--- src/rtl/q2_sequencer.sv ---
// Q2 CPU timing/state sequencer.
// Produces the two-phase machine state bits s0..s3 and the write strobe ws.
// Handles the front-panel controls:
//   - run/stop,
//   - single-step,
//   - deposit, including the P-increment pulse that follows a deposit.
module q2_sequencer #(
   parameter int ALU_STEPS   = 4,
   parameter int SYNC_STAGES = 2
) (
   input  logic clk,
   input  logic rst,
   input  logic run_sw,
   input  logic step_sw,
   input  logic dep_sw_in,
   input  logic o2,
   input  logic deref,
   output logic s0,
   output logic s1,
   output logic s2,
   output logic s3,
   output logic ws,
   output logic dep_sw,
   output logic incp_db,
   output logic running
);

   localparam int                CNT_W     = $clog2(ALU_STEPS);
   localparam logic [CNT_W-1:0]  LAST_STEP = CNT_W'(ALU_STEPS - 1);
   localparam logic [CNT_W-1:0]  PENULT    = CNT_W'(ALU_STEPS - 2);

   typedef enum logic [2:0] {
      ST_FETCH,
      ST_DECODE,
      ST_LOAD,
      ST_EXEC,
      ST_ALU
   } state_t;

   state_t               state;
   logic                 phase;
   logic [CNT_W-1:0]     alu_cnt;
   logic [3:0]           s_bits;
   logic                 armed;
   logic                 step_prev;

   logic [SYNC_STAGES-1:0] run_ff;
   logic [SYNC_STAGES-1:0] step_ff;
   logic [SYNC_STAGES-1:0] dep_ff;

   logic run_sync, step_sync, dep_sync;
   logic idle, step_edge, arm_set, enter_fetch, idle_next, dep_next;

   // deref is decoded downstream; the sequence timing never depends on it.
   logic unused_deref;
   assign unused_deref = deref;

   assign run_sync  = run_ff[SYNC_STAGES-1];
   assign step_sync = step_ff[SYNC_STAGES-1];
   assign dep_sync  = dep_ff[SYNC_STAGES-1];

   // Idle means parked in FETCH phase 0 with nothing to do.
   assign idle      = (state == ST_FETCH) && !phase && !running && !armed;
   assign step_edge = step_sync && !step_prev;
   assign arm_set   = idle && step_edge && !dep_sync;

   // The last write phase of EXEC or of the final ALU step returns to FETCH.
   assign enter_fetch = phase &&
                        ((state == ST_EXEC) ||
                         ((state == ST_ALU) && (alu_cnt == LAST_STEP)));

   // Idle-ness of the next cycle.
   // This lets dep_sw be registered yet still equal dep_sync & idle.
   assign idle_next = !run_sync && ((idle && !arm_set) || enter_fetch);
   assign dep_next  = dep_ff[SYNC_STAGES-2] && idle_next;

   // Multi-stage synchronizers for the three raw front-panel switches.
   // NOTE: asynchronous reset in the sensitivity list; sequential state always uses <=.
   always_ff @(posedge clk or posedge rst) begin
      if (rst) begin
         run_ff  <= '0;
         step_ff <= '0;
         dep_ff  <= '0;
      end else begin
         run_ff  <= {run_ff[SYNC_STAGES-2:0],  run_sw};
         step_ff <= {step_ff[SYNC_STAGES-2:0], step_sw};
         dep_ff  <= {dep_ff[SYNC_STAGES-2:0],  dep_sw_in};
      end
   end

   // Sequencer FSM with registered state bits, strobe and front-panel outputs.
   always_ff @(posedge clk or posedge rst) begin
      if (rst) begin
         state     <= ST_FETCH;
         phase     <= 1'b0;
         alu_cnt   <= '0;
         s_bits    <= 4'b0000;
         running   <= 1'b0;
         armed     <= 1'b0;
         step_prev <= 1'b0;
         dep_sw    <= 1'b0;
         incp_db   <= 1'b0;
      end else begin
         step_prev <= step_sync;
         dep_sw    <= dep_next;
         // The pulse fires only when the deposit ends while still idle.
         incp_db   <= dep_sw && !dep_next && idle_next;

         if ((state == ST_FETCH) && !phase) begin
            if (running || armed) begin
               phase <= 1'b1;
            end else begin
               running <= run_sync;
               if (arm_set) armed <= 1'b1;
            end
         end else if (!phase) begin
            phase <= 1'b1;
         end else begin
            phase <= 1'b0;
            case (state)
               ST_FETCH: begin
                  state  <= ST_DECODE;
                  s_bits <= 4'b0001;
               end
               ST_DECODE: begin
                  if (o2) begin
                     state  <= ST_EXEC;
                     s_bits <= 4'b0011;
                  end else begin
                     state  <= ST_LOAD;
                     s_bits <= 4'b0010;
                  end
               end
               ST_LOAD: begin
                  state   <= ST_ALU;
                  alu_cnt <= '0;
                  s_bits  <= (ALU_STEPS == 1) ? 4'b1000 : 4'b0100;
               end
               ST_ALU: begin
                  if (alu_cnt == LAST_STEP) begin
                     state   <= ST_FETCH;
                     alu_cnt <= '0;
                     s_bits  <= 4'b0000;
                     running <= run_sync;
                     armed   <= 1'b0;
                  end else begin
                     alu_cnt <= alu_cnt + CNT_W'(1);
                     s_bits  <= (alu_cnt == PENULT) ? 4'b1000 : 4'b0100;
                  end
               end
               ST_EXEC: begin
                  state   <= ST_FETCH;
                  s_bits  <= 4'b0000;
                  running <= run_sync;
                  armed   <= 1'b0;
               end
               default: begin
                  state  <= ST_FETCH;
                  s_bits <= 4'b0000;
               end
            endcase
         end
      end
   end

   assign {s3, s2, s1, s0} = s_bits;
   assign ws               = phase;

endmodule

--- config.mk ---
export PLATFORM = sky130hd
export DESIGN_NAME = q2_sequencer
export DESIGN_NICKNAME = d
export VERILOG_FILES = /design/src/rtl/q2_sequencer.sv
export SDC_FILE = /design/constraint.sdc
export NUM_CORES = 1
export LEC_CHECK = 0
export CORE_MARGIN = 2
export CORE_UTILIZATION = 55
export CTS_BUF_LIST = sky130_fd_sc_hd__clkbuf_4 sky130_fd_sc_hd__clkbuf_8
export CTS_CLUSTER_DIAMETER = 40
export DETAILED_ROUTE_END_ITERATION = 7
export DONT_BUFFER_PORTS = 1
export PLACE_DENSITY = 0.66
export SLEW_MARGIN = 20
export SYNTH_ARGS = -nofsm -noshare
export SYNTH_HDL_FRONTEND = slang
export SYNTH_SLANG_ARGS = --single-unit
export TNS_END_PERCENT = 50
--- constraint.sdc ---
create_clock -name clk -period 2.5 [get_ports clk]
set_input_delay 0.5 -clock clk [delete_from_list [all_inputs] [get_ports clk]]
set_output_delay 0.5 -clock clk [all_outputs]
set_load 0.02 [all_outputs]
==> run_results.csv, run 1 <==
group,metric,value,unit
sta,slew_headroom,0.505,
run,cap_violations,0,
sta,fmax,0.574,GHz
detailed_routing,drtIter0Drc,6,
global_route,grtUsageMet2,0.266,
placement,dp_hpwl,1.02,mm
setup_path,crit_slowest_cell,"dfrtp_1",
setup_path,path_cells,"nand2b_1 -> or4_1 -> o21ai_0 -> a22o_1",
global_route,busiest_layer,"met1",
logic_synthesis,synthArstFlopShare,1.00,
cells_and_area,final_area,937,um^2
sta,final_max_slew_viol_count,0,
power_and_ir_drop,power_leakage,0.420,nW
logic_synthesis,synth.distinct_cells,31,
logic_synthesis,synthTopCellsByArea,"dfrtp_1 57%, o21ai_0 4.3%, ha_1 4.0%",
cells_and_area,drive_gt1_frac,0.115,
setup_path,timing.rr.start,"ws",
sta,worst_pin_slew,0.742,ns
detailed_routing,wl,1.47,mm
floorplanning,core.rowCount,14,
logic_synthesis,syn_area,927,um^2
logic_synthesis,ys.warnings.count,0,
logic_synthesis,yosysMostFrequentCell,"dfrtp_1",
global_route,grtUsageTotal,0.183,
floorplanning,fp.dieArea,2030,um^2
setup_path,crit_type,"flip-flop to flip-flop",
global_route,grt_pass1_wl,2.70,mm
power_and_ir_drop,clkPwrFrac,0.142,
clock_tree,ctsHoldBuffers,0,
clock_tree,cts.sinks,21,
detailed_routing,drc,0,
placement,port_buffers,0,
logic_synthesis,yosysTopAreaCell,"dfrtp_1",
floorplanning,ios,15,
sta,tns,0,ns
power_and_ir_drop,power_switching,0.000455,W
logic_synthesis,yosysTopAreaCellShare,0.567,
clock_tree,clk_pin_slew,0.11,ns
floorplanning,core,1540,um^2
global_route,antenna_found_initial,0,
power_and_ir_drop,pwr-share-comb,0.270,
sta,rsz0062_at_grt,"no",
cells_and_area,syn_to_final_growth,1.08,%
setup_path,required,2.74,ns
logic_synthesis,synth-edff-count,0,
floorplanning,fp.dieH,45.1,um
cells_and_area,filler_cell_count,127,
placement,dpl_cell_area,910,um^2
global_route,overflow,0,
detailed_routing,via_per_inst,6.03,
detailed_routing,vias,567,
clock_tree,clock_latency,0.29,ns
power_and_ir_drop,swShare,0.413,
setup_path,cp_slowest_stage_delay,0.80,ns
logic_synthesis,syn_inst,78,
sta,finalSetupViolCount,0,
setup_path,startpoint_type,"flip-flop",
cells_and_area,postLayoutCoreUtil,0.608,
clock_tree,cts-root-buf,"clkbuf_4",
power_and_ir_drop,seqPwrFrac,0.588,
logic_synthesis,ys_ff_latch,21,
setup_path,critPathBufInv,0,
clock_tree,cts_resized,0,
cells_and_area,regArea,526,um^2
clock_tree,htree_levels,1,
global_route,gr-usage-met3,0.0240,
clock_tree,numCtsBuffers,3,
logic_synthesis,synth_nets,88,
cells_and_area,nNetsFinal,89,
sta,fin_crit_sh,0.697,
cells_and_area,antennaDiodeCount,0,
detailed_routing,routedWlPerCell,15.6,um
logic_synthesis,synth_ff_type,"dfrtp_1",
floorplanning,initial_core_util,0.601,
logic_synthesis,synth-seq-area-share,0.567,
power_and_ir_drop,p_int,0.000646,W
cells_and_area,multi_input_area,338,um^2
setup_path,startpoint,"ws",
clock_tree,clock_path_buffers,2,
setup_path,arrival,1.98,ns
clock_tree,cts_tree,"yes",
logic_synthesis,synth_common_cells,"21 x dfrtp_1, 8 x o21ai_0, 7 x inv_1, 5 x nand2_1",
sta,period_needed,1.74,ns
setup_path,critical_path_peak_fanout,17,
placement,routabilityCongestion,0.825,
sta,finalClockSkew,0.00192,ns
setup_path,worstSetupEndpointType,"flip-flop",
logic_synthesis,syn_avg_cell_area,11.9,um^2
setup_path,cp_top_family,"flip-flops",
sta,finalHoldViolations,0,
global_route,grt_max_degree,22,
global_route,grtUsageMet1,0.279,
clock_tree,cts_setup_buffers,0,
power_and_ir_drop,irDropWorstVdd,0.545,mV
floorplanning,fp.dieW,45.1,um
run_status,outcome,"complete, no violations",
global_route,grt_pass1_vias,613,
detailed_routing,postRouteAntennaNets,0,
detailed_routing,detail_route.first_pass.iterations,4,
power_and_ir_drop,power_density,1170,nW/um^2
hold_path,hold_path_class,"primary input to asynchronous set/reset pin",
[final cells by class]
class	count	share of cell area
flip-flops and latches	21	0.561
clock buffers	3	0.0240
clock inverters	1	0.00534
inverters	7	0.0280
well taps	16	0.0214
multi-input cells	46	0.360
[state kept, by name, indices dropped and copies added, names as in the netlist]
| register | count |
|---|---|
| running | 1 |
| dep_ff | 2 |
| ws | 1 |
| s_bits | 4 |
| run_ff | 2 |
| incp_db | 1 |
| alu_cnt | 2 |
| state | 3 |
| dep_sw | 1 |
| step_ff | 2 |
| step_prev | 1 |
| armed | 1 |
[cell usage in the layout (no fill, tap or decap), types with 2 or more instances in the layout]
cell type,instances
a21oi_1,2
a22o_1,2
clkbuf_4,3
dfrtp_1,21
ha_1,3
inv_1,7
nand2_1,5
nand2b_1,2
nor2_1,3
o21ai_0,8
o31ai_1,2
[per-stage QoR]
step | instances | total power (W) | hold WS, ns | setup WS, ns
finish | 94 | 0.00110 | 0.205 | 0.757
floorplan | 78 | 0.000903 | 0.331 | 1.13
detailed placement | 90 | 0.000950 | 0.340 | 0.764
CTS | 94 | 0.00112 | 0.203 | 0.729
global route | 94 | 0.00121 | 0.189 | 0.589
global placement | 90 | 0.000933 | 0.333 | 0.851
[logic make-up after synthesis]
kind of cell / count (synthesis) / share of synthesized area
multiplexers: 2 / 0.0243
AND/OR/NAND/NOR: 23 / 0.177
adder cells (fa/ha/maj): 3 / 0.0405
AO/OA/AOI/OAI: 18 / 0.123
flip-flops: 21 / 0.567
buffers and inverters: 11 / 0.0688
[worst paths after layout]
| kind | to | slack [ns] | cells after the start |
|---|---|---|---|
| min in group clk | run_ff[0] | 0.22 | 0 |
| max in group asynchronous | alu_cnt[0] | 1.83 | 1 |
| hold / removal | step_ff[0] | 0.20 | 1 |
| setup reg to reg | alu_cnt[0] | 0.76 | 4 |
| hold reg to reg | run_ff[1] | 0.36 | 0 |
| setup / recovery | alu_cnt[0] | 0.76 | 4 |
[power by group through the flow]
stage               logic (W)  registers [W]  clock network, W
floorplan            0.000355       0.000549                 0
global placement     0.000289       0.000645                 0
detailed placement   0.000297       0.000653                 0
CTS                  0.000303       0.000647          0.000167
global route         0.000355       0.000674          0.000181
finish               0.000298       0.000647          0.000156
[metal layers]
layer	vias up	routed length [um]
met5	-	0
met4	0	5
met3	2	58
met2	13	673
met1	281	732
li1	271	-
(Power assumes the default switching activity.)
==> run 2, diff against run 1 <==
==> constraint.sdc (replaced) <==
create_clock -name clk -period 1.69 [get_ports clk]
set_input_delay 0.338 -clock clk [delete_from_list [all_inputs] [get_ports clk]]
set_output_delay 0.338 -clock clk [all_outputs]
set_load 0.02 [all_outputs]
==> run_results.csv, run 2 (synthesized netlist as in run 1, its figures left out) <==
group,metric,value,unit
sta,worst_pin_slew,0.354,ns
cells_and_area,largest_register,"s_bits",
clock_tree,cts_tree,"yes",
setup_path,startpoint_type,"flip-flop",
power_and_ir_drop,seqPwrFrac,0.537,
power_and_ir_drop,p_int,0.000986,W
sta,period_needed,1.55,ns
hold_path,hold_path_class,"primary input to flip-flop",
detailed_routing,drtIter0Drc,12,
cells_and_area,layoutNonFillerInstCount,98,
run_status,outcome,"complete, no violations",
detailed_routing,postRouteAntennaNets,0,
sta,fin_crit_sh,0.916,
setup_path,crit_type,"flip-flop to flip-flop",
setup_path,arrival,1.74,ns
cells_and_area,drive_gt1_frac,0.146,
floorplanning,fp.dieW,45.1,um
sta,slew_headroom,0.762,
global_route,grt_pass1_wl,2.50,mm
detailed_routing,detail_route.first_pass.iterations,4,
cells_and_area,final_common_cell,"dfrtp_1",
cells_and_area,nNetsFinal,93,
clock_tree,cts_resized,0,
setup_path,critical_path_peak_fanout,10,
power_and_ir_drop,power_density,1710,nW/um^2
clock_tree,numCtsBuffers,3,
detailed_routing,wl,1.40,mm
cells_and_area,filler_cell_count,122,
floorplanning,core,1540,um^2
cells_and_area,syn_to_final_growth,4.59,%
clock_tree,ctsHoldBuffers,1,
sta,final_max_slew_viol_count,0,
detailed_routing,via_per_inst,5.74,
detailed_routing,routedWlPerCell,14.3,um
setup_path,worstSetupEndpointType,"flip-flop",
detailed_routing,vias,563,
floorplanning,initial_core_util,0.601,
global_route,overflow,0,
placement,dp_hpwl,958,um
hold_path,hold_path_depth,0,
clock_tree,cts_setup_buffers,0,
power_and_ir_drop,clkPwrFrac,0.144,
cells_and_area,antennaDiodeCount,0,
sta,fmax,0.646,GHz
cells_and_area,top_regs,"s_bits x4, state x3",
setup_path,ff2ff_setup_slack,0.14,ns
setup_path,timing.rr.start,"state[2]",
clock_tree,clock_path_buffers,2,
placement,dp_cells,93,
cells_and_area,final_cell_mix,"21 x dfrtp_1, 8 x o21ai_0, 7 x inv_1",
global_route,antenna_found_initial,0,
setup_path,worst_r2r_endpoint,"running",
detailed_routing,drc,0,
floorplanning,ios,15,
sta,tns,0,ns
clock_tree,clk_pin_slew,0.12,ns
hold_path,hold_end,"step_ff[0]",
power_and_ir_drop,pwr-share-comb,0.319,
power_and_ir_drop,irDropWorstVdd,0.855,mV
floorplanning,fp.dieArea,2030,um^2
clock_tree,clock_latency,0.31,ns
setup_path,reg2regPathDepth,4,
sta,rsz0062_at_grt,"no",
sta,finalClockSkew,0.00552,ns
cells_and_area,largest_reg_flops,4,
power_and_ir_drop,power_switching,0.000676,W
power_and_ir_drop,power_leakage,0.439,nW
placement,port_buffers,0,
clock_tree,cts-root-buf,"clkbuf_4",
global_route,grt_max_degree,22,
floorplanning,fp.dieH,45.1,um
placement,routabilityCongestion,0.829,
power_and_ir_drop,swShare,0.407,
clock_tree,cts.sinks,21,
global_route,grtUsageTotal,0.175,
global_route,grt_pass1_vias,592,
floorplanning,core.rowCount,14,
setup_path,required,1.89,ns
setup_path,startpoint,"state[2]",
sta,finalSetupViolCount,0,
run,cap_violations,0,
hold_path,hold_start,"step_sw",
sta,finalHoldViolations,0,
clock_tree,htree_levels,1,
cells_and_area,postLayoutCoreUtil,0.629,
## run 2: worst max path at each step
stage,end,slack [ns]
floorplan,running,0.32
global placement,running,0.18
detailed placement,running,0.17
CTS,running,0.15
global route,incp_db,0.003
finish,running,0.14
## run 2: routing by layer
metal | vias to the layer above | track usage | routed length (um)
met5 | - | 0 | 0
met4 | 0 | 0.0882 | 15
met3 | 2 | 0.0400 | 72
met2 | 16 | 0.240 | 590
met1 | 265 | 0.259 | 725
li1 | 280 | - | -
## run 2: final cells by class
type / instances / area, um^2 / area share
clock buffers: 3 / 22.5 / 0.0232
multi-input cells: 46 / 338 / 0.348
inverters: 7 / 26.3 / 0.0271
clock inverters: 1 / 5.00 / 0.00516
flip-flops and latches: 21 / 526 / 0.542
repair buffers: 4 / 32.5 / 0.0335
well taps: 16 / 20.0 / 0.0206
## run 2: metrics by stage
step / hold WS [ns] / instance area, um^2 / total power, W / setup WS (ns)
after floorplan: 0.315 / 927 / 0.00134 / 0.318
after global placement: 0.269 / 932 / 0.00142 / 0.177
after detailed placement: 0.276 / 932 / 0.00143 / 0.172
after CTS: 0.0399 / 970 / 0.00167 / 0.146
after global routing: 0.0282 / 970 / 0.00180 / 0.00277
final: 0.0505 / 970 / 0.00166 / 0.143
## run 2: critical path: stages (launching register included)
cell and delay (ns):
dfrtp_1 0.52, nor2_4 0.20, nor4b_4 0.25, o22ai_1 0.14, mux2_1 0.33
## run 2: power by group through the flow
| stage | sequential [W] | clock [W] | combinational (W) |
|---|---|---|---|
| after floorplan | 0.000812 | 0 | 0.000525 |
| after global placement | 0.000898 | 0 | 0.000520 |
| after detailed placement | 0.000899 | 0 | 0.000528 |
| after CTS | 0.000891 | 0.000246 | 0.000537 |
| after global routing | 0.000923 | 0.000261 | 0.000613 |
| final | 0.000892 | 0.000239 | 0.000531 |
==> run 3, diff against run 2 <==
--- a/config.mk
+++ b/config.mk
@@ -6,12 +6,12 @@
 export NUM_CORES = 1
 export LEC_CHECK = 0
 export CORE_MARGIN = 2
-export CORE_UTILIZATION = 55
+export CORE_UTILIZATION = 60
 export CTS_BUF_LIST = sky130_fd_sc_hd__clkbuf_4 sky130_fd_sc_hd__clkbuf_8
 export CTS_CLUSTER_DIAMETER = 40
 export DETAILED_ROUTE_END_ITERATION = 7
 export DONT_BUFFER_PORTS = 1
-export PLACE_DENSITY = 0.66
+export PLACE_DENSITY = 0.72
 export SLEW_MARGIN = 20
 export SYNTH_ARGS = -nofsm -noshare
 export SYNTH_HDL_FRONTEND = slang
==> run_results.csv, run 3 (synthesized netlist as in run 1, its figures left out) <==
group,metric,value,unit
run_status,outcome,"complete, no violations",
global_route,grt_pass1_wl,2.49,mm
global_route,grt_max_degree,15,
detailed_routing,routedWlPerCell,13.8,um
sta,slew_headroom,0.774,
clock_tree,cts-root-buf,"clkbuf_4",
sta,final_max_slew_viol_count,0,
global_route,antenna_found_initial,0,
placement,dp_cells,94,
setup_path,startpoint,"state[2]",
cells_and_area,syn_to_final_growth,6.48,%
setup_path,ff2ff_setup_slack,0.17,ns
sta,period_needed,1.52,ns
placement,dp_hpwl,1.03,mm
detailed_routing,drc,0,
setup_path,timing.rr.start,"state[2]",
cells_and_area,top_regs,"s_bits x4, state x3",
power_and_ir_drop,power_density,1710,nW/um^2
placement,port_buffers,0,
setup_path,reg2regPathDepth,4,
power_and_ir_drop,irDropWorstVdd,1.22,mV
cells_and_area,postLayoutCoreUtil,0.671,
setup_path,startpoint_type,"flip-flop",
detailed_routing,postRouteAntennaNets,0,
detailed_routing,via_per_inst,6.01,
cells_and_area,nNetsFinal,95,
clock_tree,numCtsBuffers,3,
floorplanning,core,1470,um^2
cells_and_area,antennaDiodeCount,0,
setup_path,critical_path_peak_fanout,10,
clock_tree,clock_path_buffers,2,
global_route,grtUsageTotal,0.182,
floorplanning,fp.dieArea,1880,um^2
cells_and_area,layoutNonFillerInstCount,100,
detailed_routing,drtIter0Drc,13,
cells_and_area,final_cell_mix,"21 x dfrtp_1, 8 x o21ai_0, 7 x inv_1",
setup_path,arrival,1.72,ns
sta,finalHoldViolations,0,
power_and_ir_drop,power_leakage,0.446,nW
detailed_routing,detail_route.first_pass.iterations,4,
floorplanning,fp.dieH,43.3,um
hold_path,hold_start,"step_sw",
floorplanning,initial_core_util,0.630,
clock_tree,clock_latency,0.31,ns
sta,fin_crit_sh,0.897,
clock_tree,clk_pin_slew,0.12,ns
global_route,overflow,0,
clock_tree,cts.sinks,21,
floorplanning,ios,15,
setup_path,worstSetupEndpointType,"flip-flop",
sta,finalClockSkew,0.00354,ns
floorplanning,fp.dieW,43.3,um
hold_path,hold_path_class,"primary input to flip-flop",
cells_and_area,filler_cell_count,123,
sta,fmax,0.660,GHz
cells_and_area,drive_gt1_frac,0.167,
floorplanning,core.rowCount,14,
sta,rsz0062_at_grt,"no",
cells_and_area,largest_reg_flops,4,
setup_path,crit_type,"flip-flop to flip-flop",
sta,worst_pin_slew,0.339,ns
clock_tree,htree_levels,1,
run,cap_violations,0,
cells_and_area,largest_register,"s_bits",
hold_path,hold_path_depth,0,
clock_tree,cts_tree,"yes",
sta,finalSetupViolCount,0,
sta,tns,0,ns
global_route,grt_pass1_vias,573,
detailed_routing,vias,601,
placement,routabilityCongestion,0.771,
setup_path,worst_r2r_endpoint,"running",
detailed_routing,wl,1.38,mm
setup_path,required,1.89,ns
cells_and_area,final_common_cell,"dfrtp_1",
hold_path,hold_end,"step_ff[0]",
[run 3: changes by cell type in the layout (fill, tap and decap cells not counted)]
cell        delta
clkinv_2       -1
clkinvlp_4     +1
buf_4          +2
[run 3: power breakdown]
part	leakage, nW	switching, W	internal [W]
sequential	0.263	0.000225	0.000636
clock	0.0139	0.000154	0.0000903
combinational	0.169	0.000298	0.000285
[run 3: timing repair]
action                                 in CTS  in global routing
endpoints found under the hold margin       7                  0
gates resized for setup                     0                  0
setup endpoints to repair                   0                  1
setup buffers                               0                  1
hold buffers                                1                  0
[run 3: how the worst max path moves through the flow]
stage | to | cells after the start
after floorplan | running | 5
after global placement | running | 4
after detailed placement | incp_db | 5
after CTS | incp_db | 5
after global routing | dep_sw | 5
final | running | 4
[run 3: critical path, cell delays in order (launching register included)]
cell     delay [ns]
dfrtp_1        0.52
nor2_4         0.18
nor4b_4        0.25
o22ai_1        0.14
mux2_1         0.32
[run 3: per-layer routing]
layer,part of all wire,global-route usage,up-vias
met1,0.47,0.263,295
li1,-,-,287
met2,0.46,0.257,15
met3,0.050,0.0468,4
met5,0,0,-
met4,0.020,0.0909,0
[run 3: area by class of cell]
cell class / instances / area (um^2) / area share
clock buffers: 3 / 22.5 / 0.0228
clock inverters: 1 / 7.51 / 0.00760
inverters: 7 / 26.3 / 0.0266
multi-input cells: 46 / 338 / 0.342
flip-flops and latches: 21 / 526 / 0.532
well taps: 16 / 20.0 / 0.0203
repair buffers: 6 / 47.5 / 0.0482
[run 3: stage by stage]
| step | total power [W] | hold WS, ns | area (um^2) | setup WS (ns) |
|---|---|---|---|---|
| after floorplan | 0.00134 | 0.315 | 927 | 0.318 |
| after global placement | 0.00142 | 0.176 | 940 | 0.197 |
| after detailed placement | 0.00145 | 0.184 | 940 | 0.164 |
| after CTS | 0.00169 | 0.0358 | 980 | 0.146 |
| after global routing | 0.00183 | 0.0158 | 987 | 0.0136 |
| final | 0.00169 | 0.0433 | 987 | 0.174 |
